### config.mk
export PLATFORM = sky130hd
export DESIGN_NAME = sensor_responder
export DESIGN_NICKNAME = d
export VERILOG_FILES = /design/src/rtl/sensor_responder.sv
export SDC_FILE = /design/constraint.sdc
export NUM_CORES = 1
export LEC_CHECK = 0
export CORE_AREA = 2 2 59 61
export CTS_CLUSTER_DIAMETER = 200
export DETAILED_ROUTE_END_ITERATION = 8
export DIE_AREA = 0 0 61 63
export HOLD_SLACK_MARGIN = 0.12
export PLACE_DENSITY = 0.65
export SETUP_SLACK_MARGIN = 0.15
export SLEW_MARGIN = 20
export SYNTH_ARGS = -nofsm -noshare
export SYNTH_HDL_FRONTEND = slang
export SYNTH_SLANG_ARGS = --single-unit
### constraint.sdc
create_clock -name clock -period 1.9 [get_ports clock]
set_input_delay 0.19 -clock clock [delete_from_list [all_inputs] [get_ports clock]]
set_output_delay 0.19 -clock clock [all_outputs]
set_load 0.02 [all_outputs]
### src/rtl/sensor_responder.sv
// Polled/alarm sensor responder: answers a matching request byte (or an alarm
// crossing) with a two-byte frame {value, value ^ CHECK_KEY} and then holds off for a gap.
module sensor_responder #(
    parameter logic [7:0]  SENSOR_ID   = 8'h01,
    parameter logic [7:0]  CHECK_KEY   = 8'h37,
    parameter logic [7:0]  ALARM_LIMIT = 8'hC8,
    parameter int unsigned REPLY_GAP   = 16
) (
    input  logic       clock,
    input  logic       reset,
    input  logic       rx_dv,
    input  logic [7:0] rx_byte,
    input  logic       tx_done,
    input  logic [7:0] sample,
    output logic       tx_dv,
    output logic [7:0] tx_byte,
    output logic       busy,
    output logic       alarm,
    output logic       drop
);

    localparam int GW = (REPLY_GAP > 1) ? $clog2(REPLY_GAP + 1) : 1;

    typedef enum logic [2:0] {
        IDLE, SEND_VAL, WAIT_VAL, SEND_CHK, WAIT_CHK, GAP
    } state_t;

    state_t        state;
    logic [7:0]    value;
    logic [GW-1:0] gap_cnt;

    logic req_hit, alarm_hit;
    assign req_hit   = rx_dv && (rx_byte == SENSOR_ID);
    assign alarm_hit = (sample > ALARM_LIMIT) && !alarm;
    assign busy      = (state != IDLE);

    always_ff @(posedge clock or negedge reset) begin
        if (!reset) begin
            state   <= IDLE;
            tx_dv   <= 1'b0;
            tx_byte <= 8'h00;
            alarm   <= 1'b0;
            drop    <= 1'b0;
            value   <= 8'h00;
            gap_cnt <= '0;
        end else begin
            tx_dv <= 1'b0;
            drop  <= 1'b0;
            // Re-arm is independent of the frame in flight.
            if (sample <= ALARM_LIMIT)
                alarm <= 1'b0;
            if (req_hit && state != IDLE)
                drop <= 1'b1;
            case (state)
                IDLE: begin
                    if (req_hit || alarm_hit) begin
                        value <= sample;
                        state <= SEND_VAL;
                        if (alarm_hit)
                            alarm <= 1'b1;
                    end
                end
                SEND_VAL: begin
                    tx_dv   <= 1'b1;
                    tx_byte <= value;
                    state   <= WAIT_VAL;
                end
                WAIT_VAL: if (tx_done) state <= SEND_CHK;
                SEND_CHK: begin
                    tx_dv   <= 1'b1;
                    tx_byte <= value ^ CHECK_KEY;
                    state   <= WAIT_CHK;
                end
                WAIT_CHK: begin
                    if (tx_done) begin
                        gap_cnt <= GW'(REPLY_GAP);
                        state   <= GAP;
                    end
                end
                GAP: begin
                    // Counter spends one cycle at zero, so the gap is REPLY_GAP+1 cycles.
                    if (gap_cnt == '0)
                        state <= IDLE;
                    else
                        gap_cnt <= gap_cnt - 1'b1;
                end
                default: state <= IDLE;
            endcase
        end
    end

endmodule

* After elaboration in Yosys (flattened, before gate mapping) *
Index checks and enable logic that the tools add are counted.

operators by class
  add/sub/neg operators = 1
  magnitude comparators = 2
  equal/unequal tests = 11
  muxes and demuxes = 15
  bitwise operators = 1
  reductions and logical operators = 14

operator list
  cell                   number
  $pmux W3 S6            1
  $pmux W8 S2            1
  $mux W3                4
  $mux W5                2
  $ne A2 B2 Y1 const B   5
  $pmux W5 S2            1
  $eq A8 B1 Y1 const B   1
  $gt A8 B8 Y1 const B   1
  $le A8 B8 Y1 const B   1
  $eq A3 B2 Y1 const B   2
  $eq A3 B3 Y1 const B   2
  $mux W1                6
  $logic_not A5 Y1       1
  $not A5 Y5             1
  $sub A5 B1 Y5 const B  1
  $reduce_and A4 Y1      1
  $reduce_bool A2 Y1     2
  $eq A3 B1 Y1 const B   1
  $logic_and A1 B1 Y1    3
  $logic_not A3 Y1       1
  $reduce_and A3 Y1      1
  $reduce_bool A3 Y1     1
  $reduce_and A2 Y1      1
  $reduce_or A2 Y1       1
  other kinds (2)        2

storage, ports and cells
  register bits after elaboration = 27
  word-level logic and storage cells = 51

* Depth between registers and ports, before layout *
Gate-level depths: netlist (run 1).

  depth after elaboration = 5
  gate-level depth with buffers = 6
  depth with buffers taken out = 6

* Worst setup path before layout (run 1) *
No wires, ideal clock.

  path kind = reg-to-reg
  start point = register gap_cnt[0]
  end point = register gap_cnt[3]
  data arrival time = 1.425 ns
  path slack = 0.351 ns
  cell stages (with the launch flop) = 7
  path buffers = 0
  period minus slack after synthesis = 1.549 ns
  cells stage by stage = dfrtp_1 -> inv_1 -> ha_1 -> or4b_4 -> nand3_4 -> or4_1 -> mux2i_1

between the ends
  cells in the longest elaborated chain, start to end = 3
  elaborated cells on any way between the ends = 6

ends and longest elaborated chain
  element                                            RTL line  text
  from (decl)                                        30        logic [GW-1:0] gap_cnt;
  from (signal assigned)                             76        gap_cnt <= GW'(REPLY_GAP);
  from (signal assigned)                             85        gap_cnt <= gap_cnt - 1'b1;
  $sub A5 B1 Y5 or $logic_not A5 Y1 (tied branches)  85, 82
  $mux W5 or $ne A2 B2 Y1 (tied branches)            n/a
  $pmux W5 S2 or $reduce_and A3 Y1 (tied branches)   n/a

Several ways; a longest one is shown, not always the timed one. The select of a mux whose other input is x is not followed.
A chain may end at the register's enable or synchronous reset.

* Worst setup path after layout (run 1) *
  start point = register state[1]
  end point = output port busy

between the ends
  cells in the longest elaborated chain, start to end = 1

ends and longest elaborated chain
  element                 RTL line  text
  from (decl)             28        state_t state;
  from (signal assigned)  39        state <= IDLE;
  from (signal assigned)  58        state <= SEND_VAL;
  from (signal assigned)  66        state <= WAIT_VAL;
  $reduce_bool A3 Y1      35        assign busy = (state != IDLE);
  to (decl)               17        output logic busy,

No other way between the ends.

==> results of run 1 <==
==> cells by family (layout without fill, tap and decap cells) <==
kind of cell             Yosys count  after routing  synth area share
AND/OR/NAND/NOR                   31             31            0.1579
AO/OA/AOI/OAI                     14             14           0.07282
adder cells (fa/ha/maj)            2              2           0.02051
multiplexers                      12             12            0.1097
XOR/XNOR                           7              7           0.05026
flip-flops                        27             27            0.5538
buffers and inverters              9             53           0.03487
==> layout by cell type, fill, tap and decap left out, types with 2 or more instances in the layout <==
cell,netlist,layout
nor2_1,4,4
a211oi_1,2,2
clkdlybuf4s50_1,0,30
inv_1,5,5
o31ai_1,2,2
buf_4,0,13
clkbuf_4,0,3
xnor2_1,6,6
dfrtp_1,27,26
nand2b_1,2,2
nand4_1,2,2
nand2_1,9,9
ha_1,2,2
nand3_1,3,3
mux2_2,11,11
o21ai_0,7,7
==> worst max path at each step <==
stage | start | end | slack, ns | cells past startpoint
2_1_floorplan | gap_cnt[0] | gap_cnt[3] | 0.35 | 6
3_3_place_gp | sample[0] | value[4] | 0.08 | 6
3_5_place_dp | sample[0] | value[2] | 0.06 | 6
4_1_cts | state[0] | busy | 0.17 | 4
5_1_grt | gap_cnt[0] | gap_cnt[3] | 0.16 | 6
6_report | state[1] | busy | 0.25 | 4
==> what timing repair did <==
item | CTS | global route
pin swaps | 0 | 1
endpoints found under the setup margin | 1 | 2
setup buffers | 0 | 5
gates resized for setup | 1 | 1
==> per-stage QoR <==
| step | setup slack [ns] | cells | total power, W | hold WS [ns] |
|---|---|---|---|---|
| finish | 0.2512 | 192 | 0.002386 | 0.1994 |
| global route | 0.1550 | 192 | 0.002571 | 0.2157 |
| CTS | 0.1726 | 187 | 0.002362 | 0.2076 |
| detailed placement | 0.05718 | 183 | 0.002111 | 0.4696 |
| global placement | 0.07788 | 183 | 0.002083 | 0.4622 |
| floorplan | 0.3507 | 102 | 0.001678 | -0.1056 |
==> area by class of cell <==
cell class / count / area (µm²) / share of cell area
Clock buffer: 3 / 22.52 / 0.01331
Clock inverter: 1 / 7.507 / 0.004438
Inverter: 5 / 18.77 / 0.01109
Sequential cell: 27 / 676.9 / 0.4001
Tap cell: 46 / 57.56 / 0.03402
Multi-Input combinational cell: 66 / 501.7 / 0.2966
Timing Repair Buffer: 44 / 406.6 / 0.2404
==> sequential cells by signal, summed over array words and instances, names as in the netlist <==
register  cells
tx_byte       8
drop          1
gap_cnt       5
state         3
value         8
alarm         1
tx_dv         1
==> power by group <==
part	switching, W	internal [W]	total, W
clock	0.000180	0.0000806	0.000260
sequential	0.000153	0.000824	0.000978
combinational	0.000523	0.000625	0.00115
==> metal layers <==
layer / part of all wire / vias to the layer above / track usage
met5: 0 / - / 0
met4: 0.024 / 0 / 0.06522
met3: 0.016 / 4 / 0.01449
met2: 0.51 / 13 / 0.2231
met1: 0.45 / 446 / 0.1695
li1: - / 442 / -
==> worst max-delay path, cell delays in order, from the launching register on <==
cell and delay (ns):
dfrtp_1 0.43, nor3_1 0.19, buf_4 0.15, inv_1 0.04
dlygate4sd2_1 0.31
==> impl_results.md, run 1 <==
* Outcome: finished, final reports clean
* Synthesized cell area at 1220 µm²
* Post-DRT Antenna Nets at 0
* Post-route setup TNS at 0 ns
* Grt total ovfl at 0
* Final Util at 0.5234
* Final setup viols at 0
* H-tree depth at 1
* Rel. slew slack at 0.7748
* Via count at 905
* Detailed Routing Iterations Pass 1 at 6
* Global-route wire length before repair at 3.967 mm
* WS Path Type: flop to output pin
* Vias in the first global route at about 900
* FP Rows at 21
* Hold WC Path Type: input port to async pin
* Period utilization at 0.8678
* DR WL/cell at 12.36 µm
* Number of diodes at 0
* P per Cell Area at ~1400 nW/µm²
* # DRC at 0
* Via density at roughly 4.7
* Clk sinks at 27
* Fin crit period at about 1.6 ns
* Count of final hold-check violations at 0
* Crit start category: flop
* Yosys top cell area share at 0.5538
* Post-synth top cells: dfrtp_1, mux2_2, nand2_1
* Crit path arrival time at 1.46 ns
* Static leakage at between 0.7 and 0.8 nW
* Post-CTS Hold Fix Bufs at 0
* CTS tree: built
* DP HPWL at 1.789 mm
* Starting DRT DRC Count at 30
* Crit path max fanout at 3
* Layout Skew at roughly 0.006 ns
* Post-Syn Instances at roughly 100
* Peak VDD IR at slightly above 600 µV
* Reg2reg start: gap_cnt[0]
* RSZ-0062 raised after global routing: false
* TritonCTS buffer count at 3
* Initial antenna violation count at 0
* Die Y-Extent at between 60 and 70 µm
* Syn. warnings at 0
* Worst-margin pin slew at 0.3378 ns
* Core Box Area at ~3200 µm²
* Final wirelength at about 2.4 mm
* Clk pin slew, worst setup/hold paths at 0.15 ns
* Yosys reg bits at 27
* Sequential fraction of the synthesis area at 0.5538
* Buffers added on ports at 31
* Yosys cell types at 32
* CTS max path bufs at 2
* Area Overhead vs Synth at 38.67%
* Routability Congestion at between 0.7 and 0.8
* FF-to-FF End: gap_cnt[3]
* Share of cells above drive strength 1 at 0.2329
* Largest net degree at the start of global routing at 28
* Synth Flop Type: dfrtp_1
* Average cell area after synthesis at around 12 µm²
* Placed inst area at ~1600 µm²
* R2R setup slack at about 0.26 ns
* Cell area after layout at approximately 1700 µm²
* Main area contributors after synthesis: dfrtp_1, mux2_2, xnor2_1, o21ai_0, nand2_1
* Chip Width at 61 µm
* Achievable frequency at 0.6065 GHz
* CP Data Required Time at 1.71 ns
* Clk_lat worst skew at 0.33 ns
* R2R cell count at 6
* IO Count at 32
* Worst setup EP type: output pin
* Tot GR Track Use at 0.1348
* Layout Nets at around 170
* Max-cap violation count at 0
* Post-synth EDFFs at 0
* Total die area at ~3800 µm²
* Root Buffer: clkbuf_4
* Synth area leader: dfrtp_1
* Count leader, synth: dfrtp_1
* Syn_nets at around 120
* Slew Limit Fails at 0
* Asr flop ratio synth at 1.000
* Fill cells at around 300
* Initial Util at 0.3775
Power figures use the tool's default switching activity.
==> run 2: changes to the inputs <==
--- a/config.mk
+++ b/config.mk
@@ -7,10 +7,12 @@
 export LEC_CHECK = 0
 export CORE_AREA = 2 2 59 61
 export CTS_CLUSTER_DIAMETER = 200
+export CTS_CLUSTER_SIZE = 12
 export DETAILED_ROUTE_END_ITERATION = 8
 export DIE_AREA = 0 0 61 63
 export HOLD_SLACK_MARGIN = 0.12
 export PLACE_DENSITY = 0.65
+export RECOVER_POWER = 100
 export SETUP_SLACK_MARGIN = 0.15
 export SLEW_MARGIN = 20
 export SYNTH_ARGS = -nofsm -noshare
==> impl_results.md, run 2 (synthesis gave the netlist of run 1 again) <==
* Detailed Routing Iterations Pass 1 at 2 (was 6)
* Tot GR Track Use at 0.1348 (unchanged)
* CTS max path bufs at 2 (unchanged)
* Max-cap violation count at 0 (unchanged)
* Clk_lat worst skew at 0.33 ns (about the same)
* Hold WC Path Type: input port to async pin (unchanged)
* RSZ-0062 raised after global routing: false (unchanged)
* Buf/Inv on CP at 2 (was 3)
* Slew Limit Fails at 0 (unchanged)
* Total die area at 3843 µm² (unchanged)
* Kind of cell adding the most delay to the critical path: simple AND/OR/NAND/NOR gates (was buffers and inverters)
* Period utilization at 0.8923 (was 0.8678)
* Via count at 914 (was 905)
* Routability Congestion at 0.7528 (unchanged)
* Final non-filler cell total at 192 (unchanged)
* Post-DRT Antenna Nets at 0 (unchanged)
* Leading cell type in the layout, fill and taps excluded: dfrtp_1 (was clkdlybuf4s50_1)
* DP HPWL at 1.789 mm (unchanged)
* Rel. slew slack at 0.7295 (was 0.7748)
* H-tree depth at 1 (unchanged)
* Final setup viols at 0 (unchanged)
* Peak VDD IR at 578.1 µV (was 611.5 µV)
* Stages on the worst setup path at 7 (was 4)
* Achievable frequency at 0.5899 GHz (was 0.6065 GHz)
* CTS tree: built (unchanged)
* Starting DRT DRC Count at 33 (was 30)
* R2R cell count at 7 (was 6)
* Area Overhead vs Synth at 36.82% (was 38.67%)
* Chip Width at 61 µm (unchanged)
* IO Count at 32 (unchanged)
* Placed cells at 183 (unchanged)
* Root Buffer: clkbuf_4 (unchanged)
* Vias in the first global route at 885 (unchanged)
* Reg2reg start: gap_cnt[0] (unchanged)
* Final wirelength at 2.353 mm (was 2.373 mm)
* Share of cells above drive strength 1 at 0.1918 (was 0.2329)
* Final Util at 0.5165 (was 0.5234)
* Number of diodes at 0 (unchanged)
* Largest regs: tx_byte x8, value x8, gap_cnt x5 (unchanged)
* Buffers added on ports at 31 (unchanged)
* CP Data Required Time at 2.16 ns (was 1.71 ns)
* Fin crit period at 1.695 ns (was 1.649 ns)
* DR WL/cell at 12.26 µm (was 12.36 µm)
* FF-to-FF End: gap_cnt[0] (was gap_cnt[3])
* TritonCTS buffer count at 3 (unchanged)
* Post-CTS Hold Fix Bufs at 0 (unchanged)
* Fill cells at 304 (was 299)
* Clk sinks at 27 (unchanged)
* Outcome: finished, final reports clean (unchanged)
* Grt total ovfl at 0 (unchanged)
* Initial antenna violation count at 0 (unchanged)
* Hold Slack at 0.2656 ns (was 0.1994 ns)
* Via density at 4.760 (was 4.714)
* Die Y-Extent at 63 µm (unchanged)
* FP Rows at 21 (unchanged)
* Slowest stage delay, CP at 0.53 ns (was 0.43 ns)
* Count of final hold-check violations at 0 (unchanged)
* Commonest non-fill, non-tap cells in the layout: dfrtp_1, clkdlybuf4s50_1, dlygate4sd3_1 (was clkdlybuf4s50_1, dfrtp_1, buf_4)
* Initial Util at 0.3775 (unchanged)
* Crit start category: flop (unchanged)
* Crit path max fanout at 5 (was 3)
* Worst setup EP type: flop (was output pin)
* P per Cell Area at 1384 nW/µm² (was 1410 nW/µm²)
* Static leakage at 0.7324 nW (was 0.7285 nW)
* Post-route setup TNS at 0 ns (unchanged)
* Layout Nets at 169 (unchanged)
* CP max stage cell: or4b_1 (was dfrtp_1)
* WS Path Type: flop to flop (was flop to output pin)
* # DRC at 0 (unchanged)
* Crit path arrival time at 1.96 ns (was 1.46 ns)
* Cell-by-cell trace of the critical path: inv_1 -> ha_1 -> or4b_1 -> nand3_4 -> clkbuf_4 -> nand3_1 -> o21ai_0 (was nor3_1 -> buf_4 -> inv_1 -> dlygate4sd2_1)
* Largest net degree at the start of global routing at 28 (unchanged)
* Clk pin slew, worst setup/hold paths at 0.16 ns (was 0.15 ns)
* Core Box Area at 3232 µm² (unchanged)
* Global-route wire length before repair at 3.967 mm (unchanged)
* Worst-margin pin slew at 0.4058 ns (was 0.3378 ns)
* Layout Skew at 0.006304 ns (was 0.005988 ns)
* R2R setup slack at 0.20 ns (was 0.26 ns)
run 2: changes by cell type in the layout (fill, tap and decap cells not counted):
cell,change
buf_4,-5
o21ai_2,-1
o21ai_0,+1
dlygate4sd3_1,+12
clkbuf_4,+1
or4b_4,-1
clkbuf_1,+4
clkdlybuf4s50_1,-12
or4b_1,+1
run 2: final cells by class:
class | instances | area (µm²) | share of cell area
timing repair buffer | 44 | 391.6 | 0.2346
multi-input combinational | 66 | 494.2 | 0.2961
sequential | 27 | 676.9 | 0.4055
tap | 46 | 57.56 | 0.03448
clock inverter | 1 | 7.507 | 0.004498
inverter | 5 | 18.77 | 0.01124
clock buffer | 3 | 22.52 | 0.01349
run 2: repair_timing:
item / 4_1_cts / 5_1_grt
pin swaps: 0 / 1
resized for setup: 1 / 1
setup buffers: 0 / 5
setup endpoints to repair: 1 / 2
run 2: stage by stage:
step	setup slack, ns	area, µm²	power, W
2_1_floorplan	0.3507	1220	0.001678
3_3_place_gp	0.07788	1624	0.002083
3_5_place_dp	0.05718	1624	0.002111
4_1_cts	0.1726	1653	0.002362
5_1_grt	0.09840	1669	0.002492
6_report	0.2047	1669	0.002310
run 2: worst max path at each step:
stage	start	end
4_1_cts	state[0]	busy
6_report	gap_cnt[0]	gap_cnt[0]
5_1_grt	gap_cnt[0]	gap_cnt[3]
3_5_place_dp	sample[0]	value[2]
2_1_floorplan	gap_cnt[0]	gap_cnt[3]
3_3_place_gp	sample[0]	value[4]
run 2: layer usage:
metal	track usage	wire length, µm	share of wire
met5	0	0	0
met4	0.06522	53	0.023
met3	0.01449	35	0.015
met2	0.2231	1208	0.51
met1	0.1695	1057	0.45
run 2: report_power, final:
group	internal, W	total (W)	switching [W]
sequential	0.000824	0.000971	0.000148
combinational	0.000556	0.00108	0.000519
clock	0.0000807	0.000263	0.000182
total	0.00146	0.00231	0.000849
run 2: worst register-to-register path, delay by kind of cell (launching register included):
kind / cells / cell delay (ns)
compound gates: 1 / 0.09
fa+ha+maj: 1 / 0.14
buf+inv: 2 / 0.23
flops: 1 / 0.43
simple gates: 3 / 0.74
==> run 3: changes to the inputs <==
--- a/config.mk
+++ b/config.mk
@@ -5,13 +5,13 @@
 export SDC_FILE = /design/constraint.sdc
 export NUM_CORES = 1
 export LEC_CHECK = 0
-export CORE_AREA = 2 2 59 61
+export CORE_AREA = 5 5 57 59
 export CTS_CLUSTER_DIAMETER = 200
 export CTS_CLUSTER_SIZE = 12
 export DETAILED_ROUTE_END_ITERATION = 8
-export DIE_AREA = 0 0 61 63
+export DIE_AREA = 0 0 62 64
 export HOLD_SLACK_MARGIN = 0.12
-export PLACE_DENSITY = 0.65
+export PLACE_DENSITY = 0.76
 export RECOVER_POWER = 100
 export SETUP_SLACK_MARGIN = 0.15
 export SLEW_MARGIN = 20
==> impl_results.md, run 3 (synthesis gave the netlist of run 1 again) <==
* Metal-1 WL at 1.112 mm (was 1.057 mm)
* Count of final hold-check violations at 0 (unchanged)
* Leading cell type in the layout, fill and taps excluded: dfrtp_1 (unchanged)
* Fill cells at 231 (was 304)
* WL met3 at 54 µm (was 35 µm)
* # DRC at 0 (unchanged)
* Rel. slew slack at 0.7760 (was 0.7295)
* Total die area at 3968 µm² (was 3843 µm²)
* Final wirelength at 2.423 mm (was 2.353 mm)
* Buffers added on ports at 31 (unchanged)
* Grt total ovfl at 0 (unchanged)
* Starting DRT DRC Count at 7 (was 33)
* Fin crit period at 1.694 ns (was 1.695 ns)
* Layout Nets at 165 (was 169)
* Post-route setup TNS at 0 ns (unchanged)
* Hold WC Path Type: input port to async pin (unchanged)
* Outcome: finished, final reports clean (unchanged)
* Initial Util at 0.4582 (was 0.3775)
* Root Buffer: clkbuf_4 (unchanged)
* Vias in the first global route at 886 (was 885)
* Layout Skew at 0.01165 ns (was 0.006304 ns)
* WS Path Type: flop to flop (unchanged)
* Metal2 WL at 1.203 mm (was 1.208 mm)
* Core Box Area at 2663 µm² (was 3232 µm²)
* Top Layer Used: met4 (unchanged)
* FF+latch area at 675.6 µm² (was 676.9 µm²)
* Via density at 5.035 (was 4.760)
* P per Cell Area at 1393 nW/µm² (was 1384 nW/µm²)
* Detailed Routing Iterations Pass 1 at 5 (was 2)
* CTS max path bufs at 2 (unchanged)
* Tot GR Track Use at 0.1311 (was 0.1348)
* Largest net degree at the start of global routing at 28 (unchanged)
* TritonCTS buffer count at 3 (unchanged)
* Global-route wire length before repair at 3.912 mm (was 3.967 mm)
* Worst-margin pin slew at 0.3360 ns (was 0.4058 ns)
* Peak VDD IR at 1058 µV (was 578.1 µV)
* DR WL/cell at 14.01 µm (was 12.26 µm)
* Slew Limit Fails at 0 (unchanged)
* Achievable frequency at 0.5905 GHz (was 0.5899 GHz)
* Routability Congestion at 0.7284 (was 0.7528)
* Crit start category: flop (unchanged)
* Final setup viols at 0 (unchanged)
* Period utilization at 0.8914 (was 0.8923)
* Crit path arrival time at 1.92 ns (was 1.96 ns)
* Via count at 871 (was 914)
* Die Y-Extent at 64 µm (was 63 µm)
* Area of the multi-input gates at 503.0 µm² (was 494.2 µm²)
* Worst setup EP type: flop (unchanged)
* Share of cells above drive strength 1 at 0.1831 (was 0.1918)
* Post-DRT Antenna Nets at 0 (unchanged)
* Clk pin slew, worst setup/hold paths at 0.14 ns (was 0.16 ns)
* Max-cap violation count at 0 (unchanged)
* Static leakage at 0.7253 nW (was 0.7324 nW)
* Commonest non-fill, non-tap cells in the layout: dfrtp_1, clkdlybuf4s50_1, dlygate4sd3_1 (unchanged)
* CP Data Required Time at 2.13 ns (was 2.16 ns)
* DP HPWL at 1.891 mm (was 1.789 mm)
* Number of diodes at 0 (unchanged)
* Final non-filler cell total at 173 (was 192)
* Clk sinks at 27 (unchanged)
* Placed cells at 166 (was 183)
* Largest regs: tx_byte x8, value x8, gap_cnt x5 (unchanged)
* CTS tree: built (unchanged)
* Initial antenna violation count at 0 (unchanged)
* Chip Width at 62 µm (was 61 µm)
* Area Overhead vs Synth at 33.74% (was 36.82%)
* H-tree depth at 1 (unchanged)
* FP Rows at 19 (was 21)
* Clk_lat worst skew at 0.32 ns (was 0.33 ns)
* Crit path max fanout at 7 (was 5)
* Final Util at 0.6128 (was 0.5165)
* RSZ-0062 raised after global routing: false (unchanged)
* IO Count at 32 (unchanged)
[run 3: final cells by class]
cell class | count | area share
clock buffers | 4 | 0.01610
repair buffers | 40 | 0.2262
inverters | 5 | 0.01150
well taps | 31 | 0.02377
flip-flops and latches | 27 | 0.4141
multi-input cells | 66 | 0.3083
[run 3: critical path, stage by stage (launching register included)]
cell     delay, ns
dfrtp_1       0.41
inv_1         0.07
ha_1          0.18
or4b_1        0.23
nand3_4       0.13
or4_4         0.44
mux2i_1       0.13
[run 3: worst paths after layout]
path / slack, ns / end / startpoint / depth (start not counted)
max: 0.21 / gap_cnt[3] / gap_cnt[0] / 6
min: 0.27 / gap_cnt[1] / reset / 2
max reg2reg: 0.21 / gap_cnt[3] / gap_cnt[0] / 6
min reg2reg: 0.49 / tx_byte[5] / tx_byte[5] / 2
max in group asynchronous: 1.36 / tx_byte[6] / reset / 2
min in group clock: 0.47 / alarm / sample[6] / 3
[run 3: what timing repair did]
| action | 4_1_cts | 5_1_grt |
|---|---|---|
| resized for setup | 3 | 3 |
| buffers inserted | 0 | 3 |
| pin swaps | 0 | 1 |
| endpoints found under the setup margin | 1 | 2 |
| hold buffers | 0 | 0 |
[run 3: stage by stage]
stage	total power (W)	worst slack (ns)	hold slack, ns	area [µm²]
2_1_floorplan	0.001678	0.3507	-0.1056	1220
3_3_place_gp	0.002052	0.1087	0.4623	1590
3_5_place_dp	0.002097	0.06475	0.4721	1590
4_1_cts	0.002340	0.2240	0.2148	1622
5_1_grt	0.002451	0.08991	0.2973	1632
6_report	0.002273	0.2064	0.2746	1632
[run 3: where the power goes]
part           switching, W  internal (W)
Sequential         0.000199      0.000822
Clock              0.000162     0.0000822
Combinational      0.000482      0.000527
Total              0.000842       0.00143
[run 3: per-layer routing]
layer	GRT usage	vias to the layer above
li1	-	436
met1	0.1812	416
met2	0.2021	14
met3	0.01207	5
met4	0.06366	0
met5	0	-
